==> src/rtl/pipelined_array_mult_pkg.sv <==
// Shared definitions for the tiled array multiplier: tile-count and
// tile-shift helpers plus the default tile-product type.
package pipelined_array_mult_pkg;

    // Default tile width; the tile-product type below is sized from it.
    localparam int DEFAULT_SLICE = 4;

    typedef logic [2*DEFAULT_SLICE-1:0] tile_prod_t;

    // Number of SLICE-bit tiles per WIDTH-bit operand.
    function automatic int nt(input int width, input int slice);
        return width / slice;
    endfunction

    // Bit offset of tile (i,j) inside the full product.
    function automatic int tile_shift(input int slice, input int i, input int j);
        return slice * (i + j);
    endfunction

endpackage

==> src/rtl/mult_tile.sv <==
// Combinational SLICE x SLICE unsigned multiplier; one tile of the array.
module mult_tile
    import pipelined_array_mult_pkg::*;
#(
    parameter int SLICE = 4
) (
    input  logic [SLICE-1:0]   x,
    input  logic [SLICE-1:0]   y,
    output logic [2*SLICE-1:0] prod
);

    // Both operands are zero-extended so the product is full width.
    assign prod = {{SLICE{1'b0}}, x} * {{SLICE{1'b0}}, y};

endmodule

==> src/rtl/pipelined_array_mult.sv <==
// Pipelined WIDTH x WIDTH tiled array multiplier with valid/ready on both
// sides and a per-beat signed/unsigned mode.
// S1 registers the NT*NT tile products of the operand magnitudes, S2 sums
// them and restores the sign.
// Optional macro PIPELINED_ARRAY_MULT_ACC_EN adds a third stage with a
// running accumulator (ports acc_clr, acc).
//
// Handshake: a beat moves into a stage when that stage is empty or its
// contents leave in the same cycle; in_ready depends only on internal
// valid flags and out_ready, never on in_valid.
module pipelined_array_mult
    import pipelined_array_mult_pkg::*;
#(
    parameter int WIDTH = 8,
    parameter int SLICE = 4
) (
    input  logic               clk,
    input  logic               rst,
    input  logic               in_valid,
    output logic               in_ready,
    input  logic [WIDTH-1:0]   a,
    input  logic [WIDTH-1:0]   b,
    input  logic               is_signed,
    output logic               out_valid,
    input  logic               out_ready,
    output logic [2*WIDTH-1:0] p,
    output logic               p_signed
`ifdef PIPELINED_ARRAY_MULT_ACC_EN
    ,
    input  logic               acc_clr,
    output logic [2*WIDTH+7:0] acc
`endif
);

    localparam int NT = nt(WIDTH, SLICE);
    localparam int PW = 2 * WIDTH;
    localparam int TW = 2 * SLICE;

    logic [WIDTH-1:0]           mag_a;
    logic [WIDTH-1:0]           mag_b;
    logic                       neg_in;
    logic [NT*NT-1:0][TW-1:0]   tile_prod;

    logic                       s1_valid;
    logic                       s1_neg;
    logic                       s1_signed;
    logic [NT*NT-1:0][TW-1:0]   s1_tile;

    logic [PW-1:0]              sum;
    logic [PW-1:0]              res;
    logic                       adv1;
    logic                       adv2;

    // Operand magnitudes; the most-negative value negates to itself, which
    // read as unsigned is exactly 2^(WIDTH-1).
    always_comb begin
        mag_a  = (is_signed && a[WIDTH-1]) ? (-a) : a;
        mag_b  = (is_signed && b[WIDTH-1]) ? (-b) : b;
        neg_in = is_signed & (a[WIDTH-1] ^ b[WIDTH-1]);
    end

    for (genvar i = 0; i < NT; i++) begin : g_row
        for (genvar j = 0; j < NT; j++) begin : g_col
            mult_tile #(.SLICE(SLICE)) u_tile (
                .x    (mag_a[i*SLICE +: SLICE]),
                .y    (mag_b[j*SLICE +: SLICE]),
                .prod (tile_prod[i*NT+j])
            );
        end
    end

    // Shift-and-add of the registered tile products, then sign restore.
    always_comb begin
        sum = '0;
        for (int i = 0; i < NT; i++) begin
            for (int j = 0; j < NT; j++) begin
                sum = sum + (PW'(s1_tile[i*NT+j]) << tile_shift(SLICE, i, j));
            end
        end
        res = s1_neg ? (-sum) : sum;
    end

`ifdef PIPELINED_ARRAY_MULT_ACC_EN
    logic            s1_clr;
    logic            s2_valid;
    logic            s2_signed;
    logic            s2_clr;
    logic [PW-1:0]   s2_p;
    logic [PW+7:0]   acc_add;
    logic            adv3;

    assign adv3 = !out_valid || out_ready;
    assign adv2 = !s2_valid || adv3;
`else
    assign adv2 = !out_valid || out_ready;
`endif
    assign adv1     = !s1_valid || adv2;
    assign in_ready = adv1;

    // S1: capture tile products, sign flag and mode on accept.
    always_ff @(posedge clk) begin
        if (rst) begin
            s1_valid  <= 1'b0;
            s1_neg    <= 1'b0;
            s1_signed <= 1'b0;
            s1_tile   <= '0;
`ifdef PIPELINED_ARRAY_MULT_ACC_EN
            s1_clr    <= 1'b0;
`endif
        end else if (adv1) begin
            s1_valid <= in_valid;
            if (in_valid) begin
                s1_neg    <= neg_in;
                s1_signed <= is_signed;
                s1_tile   <= tile_prod;
`ifdef PIPELINED_ARRAY_MULT_ACC_EN
                s1_clr    <= acc_clr;
`endif
            end
        end
    end

`ifdef PIPELINED_ARRAY_MULT_ACC_EN
    // S2: register the finished product ahead of the accumulate stage.
    always_ff @(posedge clk) begin
        if (rst) begin
            s2_valid  <= 1'b0;
            s2_p      <= '0;
            s2_signed <= 1'b0;
            s2_clr    <= 1'b0;
        end else if (adv2) begin
            s2_valid <= s1_valid;
            if (s1_valid) begin
                s2_p      <= res;
                s2_signed <= s1_signed;
                s2_clr    <= s1_clr;
            end
        end
    end

    // Signed beats extend with the product sign, unsigned beats with zeros.
    assign acc_add = s2_signed ? {{8{s2_p[PW-1]}}, s2_p} : {8'b0, s2_p};

    // S3: present the product and fold it into the accumulator together.
    always_ff @(posedge clk) begin
        if (rst) begin
            out_valid <= 1'b0;
            p         <= '0;
            p_signed  <= 1'b0;
            acc       <= '0;
        end else if (adv3) begin
            out_valid <= s2_valid;
            if (s2_valid) begin
                p        <= s2_p;
                p_signed <= s2_signed;
                acc      <= s2_clr ? acc_add : (acc + acc_add);
            end
        end
    end
`else
    // S2: register the signed product as the block output.
    always_ff @(posedge clk) begin
        if (rst) begin
            out_valid <= 1'b0;
            p         <= '0;
            p_signed  <= 1'b0;
        end else if (adv2) begin
            out_valid <= s1_valid;
            if (s1_valid) begin
                p        <= res;
                p_signed <= s1_signed;
            end
        end
    end
`endif

endmodule

==> config.mk <==
export PLATFORM = sky130hd
export DESIGN_NAME = pipelined_array_mult
export DESIGN_NICKNAME = d
export VERILOG_FILES = /design/src/rtl/pipelined_array_mult_pkg.sv /design/src/rtl/mult_tile.sv /design/src/rtl/pipelined_array_mult.sv
export SDC_FILE = /design/constraint.sdc
export NUM_CORES = 1
export LEC_CHECK = 0
export CAP_MARGIN = 20
export CORE_UTILIZATION = 25
export CTS_CLUSTER_SIZE = 14
export DETAILED_ROUTE_END_ITERATION = 7
export MAX_ROUTING_LAYER = met4
export PLACE_DENSITY = 0.48
export SKIP_LAST_GASP = 1
export SLEW_MARGIN = 20
export SYNTH_ARGS = -nofsm -noshare
export SYNTH_HDL_FRONTEND = slang
export SYNTH_SLANG_ARGS = --single-unit
==> constraint.sdc <==
create_clock -name clk -period 3.7 [get_ports clk]
set_input_delay 0.37 -clock clk [delete_from_list [all_inputs] [get_ports clk]]
set_output_delay 0.37 -clock clk [all_outputs]
set_load 0.03 [all_outputs]
==> metrics, run 1 <==
status=completed; Slew Viols, Final=0; root buf cell=clkbuf_16; clock share of power=0.205; grt ovf=0; Syn Nets=667; Worst Hold Class=register to register; Avg Inst Size Synth=8.124 um^2; Syn Inst Count=around 560; Yosys reg bits=53; antenna violations before repair=0; CP Max Fanout=3; Synth cell types=46; Clock Pin Slew Worst Setup and Hold Paths=~0.070 ns; Hold Path Cell Cnt=2; Hold Path End=p[6]; RSZ-0062 raised after global routing=yes; crit end category=register; dominant synthesized flop cell=dfxtp_1; hold_sp=p[6]; Via density=around 4.6; CTS tree=done; worst-skew pair later-pin latency=just under 0.3 ns; Slew @ Worst Pin=1.014 ns; Max Cap Viol=0; I/O Buffers=39; die width=137.1 um; Yosys top cell by area=dfxtp_1; Gate power share=0.497; Fin. Hold Viols=0; first-pass GRT wire length=19270 um; routability congestion estimate=0.8111; Leakage Power=2.804 nW; crit path kind=input port to register; total track usage=0.1310; fraction of layout cells with a size suffix above 1=0.2452; Post-synth top cells=nor2_1 (93), nand2_1 (76), ha_1 (59); Placed Area=5756 um^2; setup slack, reg-to-reg=0.49 ns; DRT antenna net count=0; Final Hold Slack=0.4546 ns; Detailed Route WL=11270 um; clock skew=0.005599 ns; ANT cells=0; sequential area share after synthesis=0.2324; final setup vio count=0; largest family of logic cells by synthesized area=adder cells; CP required=3.92 ns; simple-gate share of the synthesized area=0.2116; pre-CTS setup slack=-0.7175 ns; die area=18810 um^2; drt first pass iters=4; Yosys Warn Count=0; share of the core filled with cells=0.3455; Setup TNS=0 ns; Switching Fraction=0.3748; synth top area cells=dfxtp_1 (23%), ha_1 (16%), fa_1 (11%); worst reg-to-reg path cell count=11; Fmax=0.2821 GHz; power per cell area=366.6 nW/um^2; Yosys top cell area share=0.2324; Initial Util=0.2550; maximum buffer depth of the clock tree=2; worst r2r dst=p[15]; multiplexer area fraction after synthesis=0.008770; final setup margin=0.1550 ns; synthesis-to-layout area growth=35.46%; sw power=approximately 0.85 mW; Power Internal=between 1 and 1.5 mW; Core Rows=49; Core Area=17900 um^2; Final Power=2.267 mW; DRC violations left=0; Setup crit start kind=input port; Compound-Gate Fraction of Synth Area=0.1546; WP data arrival=3.76 ns; Cell Area, Synth=roughly 4600 um^2; clock sinks=53; slew margin rel.=0.3240; Post-synth ARST share=0; Iter 0 DRT Violations=128; vias in the first global route=4109; via count=roughly 4.1k; Seq pwr share=0.297; Die H=137.1 um; Synth Area in Adders=0.2713; placed cell count=between 800 and 900; Tmin final=roughly 3.5 ns; non-filler instance count after layout=902; top-count cell post-synth=nor2_1; CP Launch Point=a[0]; WL per Instance=12.49 um; Final Cell Area=6185 um^2; worst reg2reg path startpoint=s1_tile[5]; Top Ports=40; Post-Synth XOR/XNOR Area=0.08441; CTS Buf Count=5; dpl hpwl=9045 um; Tcrit/Tclk final=0.9581; largest net degree at the start of global routing=55; Worst VDD drop=between 0.2 and 0.25 mV; H-tree levels=2; nets@finish=777; EDFF count, synth=0
## kinds of logic after synthesis
| kind of cell | Yosys count |
|---|---|
| simple gates | 222 |
| compound gates | 110 |
| fa+ha+maj | 84 |
| flops | 53 |
| buf+inv | 45 |
| xor+xnor | 44 |
| mux | 4 |
## critical path, cell delays in order
cell      delay [ns]
buf_4           0.13
or3_4           0.38
nor3_4          0.16
nor2_2          0.07
xnor2_2         0.14
or2_4           0.26
fa_1            0.49
inv_2           0.04
fa_1            0.47
ha_1            0.31
a21o_1          0.16
a21oi_2         0.15
o21bai_1        0.10
a21oi_2         0.15
xnor2_1         0.13
nand2_1         0.09
a21oi_2         0.15
## state kept, by name, indices dropped and copies added, names as in the netlist
name       flops
out_valid      1
s1_valid       1
s1_signed      1
s1_tile       32
s1_neg         1
p             16
p_signed       1
## final cells by class
class                           count  area [um^2]
Multi-Input combinational cell    464         3621
Clock buffer                        6        128.9
Timing Repair Buffer              120        965.9
Sequential cell                    53         1061
Clock inverter                      2        13.76
Tap cell                          229        286.5
Fill cell                        1875        11720
Inverter                           28        107.6
## power by group through the flow
stage | Combinational [mW] | Sequential (mW) | Clock [mW]
2_1_floorplan | 0.683 | 0.706 | 0
3_3_place_gp | 1.07 | 0.686 | 0
3_5_place_dp | 1.08 | 0.689 | 0
4_1_cts | 1.12 | 0.675 | 0.484
5_1_grt | 1.27 | 0.682 | 0.504
6_report | 1.13 | 0.674 | 0.466
## what timing repair did
item	4_1_cts	5_1_grt
setup buffers	7	5
resized for setup	53	41
endpoints found under the setup margin	15	13
hold buffers	0	0
pin swaps	31	30
## worst max-delay path by stage
stage / end / slack, ns / cells after the start
6_report: s1_tile[31] / 0.16 / 17
3_5_place_dp: s1_tile[31] / -0.72 / 18
4_1_cts: s1_tile[31] / -0.005 / 18
3_3_place_gp: s1_tile[30] / -0.60 / 18
5_1_grt: s1_tile[31] / -0.01 / 17
2_1_floorplan: s1_tile[31] / -0.04 / 16
## placed cells by master, fill, tap and decap left out, types with 5 or more instances in the layout
master / netlist / routed
nor2_1: 93 / 89
buf_4: 0 / 81
nand2_1: 76 / 73
ha_1: 59 / 57
dfxtp_1: 53 / 53
a21oi_1: 56 / 43
clkdlybuf4s50_1: 0 / 24
xnor2_1: 31 / 23
fa_1: 25 / 23
inv_1: 26 / 21
a211oi_1: 16 / 16
xor2_1: 13 / 13
a21oi_2: 0 / 12
a21o_1: 9 / 9
xnor2_2: 0 / 8
nor3_1: 11 / 7
or2_4: 0 / 6
o21ai_0: 6 / 6
inv_2: 0 / 5
nand3_1: 5 / 5
or2_2: 11 / 5
clkbuf_16: 0 / 5
## metal layers
layer  wire, um  up-vias  track usage  part of all wire
met3        297       11      0.01259             0.026
li1           -     2134            -                 -
met1       5632     1908       0.1694              0.50
met5          0        -            -                 0
met4        149        0      0.03480             0.013
met2       5189       62       0.2172              0.46
Power figures use the tool's default switching activity.
==> run 2: changes to the inputs <==
--- a/config.mk
+++ b/config.mk
@@ -11,6 +11,7 @@
 export DETAILED_ROUTE_END_ITERATION = 7
 export MAX_ROUTING_LAYER = met4
 export PLACE_DENSITY = 0.48
+export SKIP_CTS_REPAIR_TIMING = 1
 export SKIP_LAST_GASP = 1
 export SLEW_MARGIN = 20
 export SYNTH_ARGS = -nofsm -noshare
==> run 2 against run 1 <==
Worst hold slack about the same. Sequential share of layout area about the same. Global-route usage shrank 0.37 points. Final area barely moved. Via count decreased by 0.95%. First-iteration DRC count shrank 2.3%. Sequential cell count did not move. Critical path depth stayed put. Count of clock-buffer cells in the layout stayed put. Setup slack worse by 0.077 ns. Register-to-register slack got worse by 0.02 ns. Clock skew about the same. Highest routed layer unchanged.
==> metrics, run 2 (synthesis results as in run 1) <==
status=completed (unchanged); Final Hold Slack=0.4546 ns (about the same); Core Area=17900 um^2 (unchanged); crit path kind=input port to register (unchanged); share of the core filled with cells=0.3453 (was 0.3455); ANT cells=0 (unchanged); WL per Instance=12.52 um (was 12.49 um); largest net degree at the start of global routing=55 (unchanged); dpl hpwl=9045 um (unchanged); WP data arrival=3.84 ns (was 3.76 ns); setup slack, reg-to-reg=0.47 ns (was 0.49 ns); largest registers=s1_tile (32), p (16) (unchanged); commonest cells after routing, fill and taps aside=nor2_1 (89), nand2_1 (74), buf_4 (74) (was nor2_1 (89), buf_4 (81), nand2_1 (73)); CTS tree=done (unchanged); CTS Buf Count=5 (unchanged); CP peak stage delay=0.60 ns (was 0.49 ns); slew margin rel.=0.3292 (was 0.3240); max FFs per register=32 (unchanged); antenna violations before repair=0 (unchanged); nets@finish=770 (was 777); kind of cell adding the most delay to the critical path=adder cells (unchanged); Biggest register=s1_tile (unchanged); fraction of layout cells with a size suffix above 1=0.2282 (was 0.2452); Die H=137.1 um (unchanged); CP endpoint=s1_tile[23] (was s1_tile[31]); first-pass GRT wire length=18770 um (was 19270 um); crit end category=register (unchanged); Leakage Power=2.849 nW (was 2.804 nW); final setup vio count=0 (unchanged); Final Power=2.259 mW (was 2.267 mW); most common cell after layout, fill and taps aside=nor2_1 (unchanged); Worst Hold Class=register to register (unchanged); CP max stage cell=fa_1 (unchanged); die area=18810 um^2 (unchanged); total track usage=0.1273 (was 0.1310); worst r2r dst=p[15] (unchanged); worst reg2reg path startpoint=s1_tile[5] (unchanged); CP Launch Point=a[1] (was a[0]); grt ovf=0 (unchanged); worst-skew pair later-pin latency=0.29 ns (about the same); Tcrit/Tclk final=0.9788 (was 0.9581); I/O Buffers=39 (unchanged); Detailed Route WL=11210 um (was 11270 um); Tmin final=3.622 ns (was 3.545 ns); maximum buffer depth of the clock tree=2 (unchanged); Via density=4.554 (was 4.562); synthesis-to-layout area growth=35.41% (was 35.46%); Crit path depth=17 (unchanged); clock skew=0.005560 ns (was 0.005599 ns); Fin. Hold Viols=0 (unchanged); Fmax=0.2761 GHz (was 0.2821 GHz); Worst VDD drop=0.2307 mV (was 0.2306 mV); Slew Viols, Final=0 (unchanged); DRT antenna net count=0 (unchanged); DRC violations left=0 (unchanged); CP Max Fanout=3 (unchanged); Initial Util=0.2550 (unchanged); power per cell area=365.4 nW/um^2 (was 366.6 nW/um^2); ordered cell list for the critical path=buf_8 > or3_4 > nor3_4 > nor2_2 > xnor2_2 > or2_4 > fa_1 > inv_2 > fa_1 > ha_1 > a21o_1 > a21oi_2 > o21bai_1 > a21oi_1 > xnor2_1 > nand2_1 > a21oi_2 (was buf_4 > or3_4 > nor3_4 > nor2_2 > xnor2_2 > or2_4 > fa_1 > inv_2 > fa_1 > ha_1 > a21o_1 > a21oi_2 > o21bai_1 > a21oi_2 > xnor2_1 > nand2_1 > a21oi_2); Max Cap Viol=0 (unchanged); root buf cell=clkbuf_16 (unchanged); Buf+Inv Stages, Crit Path=2 (unchanged); vias in the first global route=3992 (was 4109); Core Rows=49 (unchanged); Slew @ Worst Pin=1.006 ns (was 1.014 ns); Top Ports=40 (unchanged); Clock Pin Slew Worst Setup and Hold Paths=0.07 ns (about the same); Setup crit start kind=input port (unchanged); drt first pass iters=4 (unchanged); CP required=3.92 ns (about the same); routability congestion estimate=0.8111 (unchanged); H-tree levels=2 (unchanged); RSZ-0062 raised after global routing=yes (unchanged); Filler Cell Count=1878 (was 1875); clock sinks=53 (unchanged); Iter 0 DRT Violations=125 (was 128); die width=137.1 um (unchanged); via count=4076 (was 4115); worst reg-to-reg path cell count=11 (unchanged)
-- run 2: cell types whose count changed in the layout (fill, tap and decap cells not counted), moves of 2 or more --
cell            change
or2_2               +2
buf_2               -2
clkbuf_2            -3
buf_4               -7
or2_4               -2
dlygate4sd2_1       -4
dlymetal6s2s_1      +9
-- run 2: through the flow --
step	instance area [um^2]	setup WS [ns]	std cells	TNS [ns]
CTS	5898	-0.4179	891	-3.456
global placement	5756	-0.5989	883	-7.405
finish	6182	0.07837	895	0
floorplan	4619	-0.04376	562	-0.04969
detailed placement	5756	-0.7175	883	-8.984
global route	6182	-0.04003	895	-0.1037
-- run 2: per-layer routing --
layer / track usage / wire length, um / up-vias
met5: - / 0 / -
met4: 0.03114 / 142 / 0
met3: 0.01222 / 318 / 10
met2: 0.2088 / 5117 / 68
met1: 0.1675 / 5628 / 1880
li1: - / - / 2118
-- run 2: tightest hold or removal path, stage by stage, from the launching register on --
cell and delay [ns]:
dfxtp_1 0.31, nand2_1 0.05, a21oi_1 0.05
-- run 2: final cells by class --
type	instances	area (um^2)	share of cell area
repair buffers	113	969.7	0.1569
well taps	229	286.5	0.04635
clock buffers	6	128.9	0.02085
multi-input cells	464	3616	0.5849
flip-flops and latches	53	1061	0.1716
inverters	28	106.4	0.01720
clock inverters	2	13.76	0.002226
-- run 2: report_power, final --
part | internal, mW | total (mW) | switching, mW | leakage (nW)
Clock | 0.253 | 0.466 | 0.213 | 0.0712
Combinational | 0.531 | 1.12 | 0.589 | 2.34
Sequential | 0.628 | 0.674 | 0.0458 | 0.434
Total | 1.41 | 2.26 | 0.847 | 2.85
-- run 2: worst min-delay path by stage --
stage	endpoint	depth (start not counted)	startpoint
global route	p[6]	2	p[6]
CTS	p[6]	2	p[6]
global placement	p[6]	2	p[6]
detailed placement	p[6]	2	p[6]
floorplan	p_signed	2	s1_signed
finish	p[6]	2	p[6]
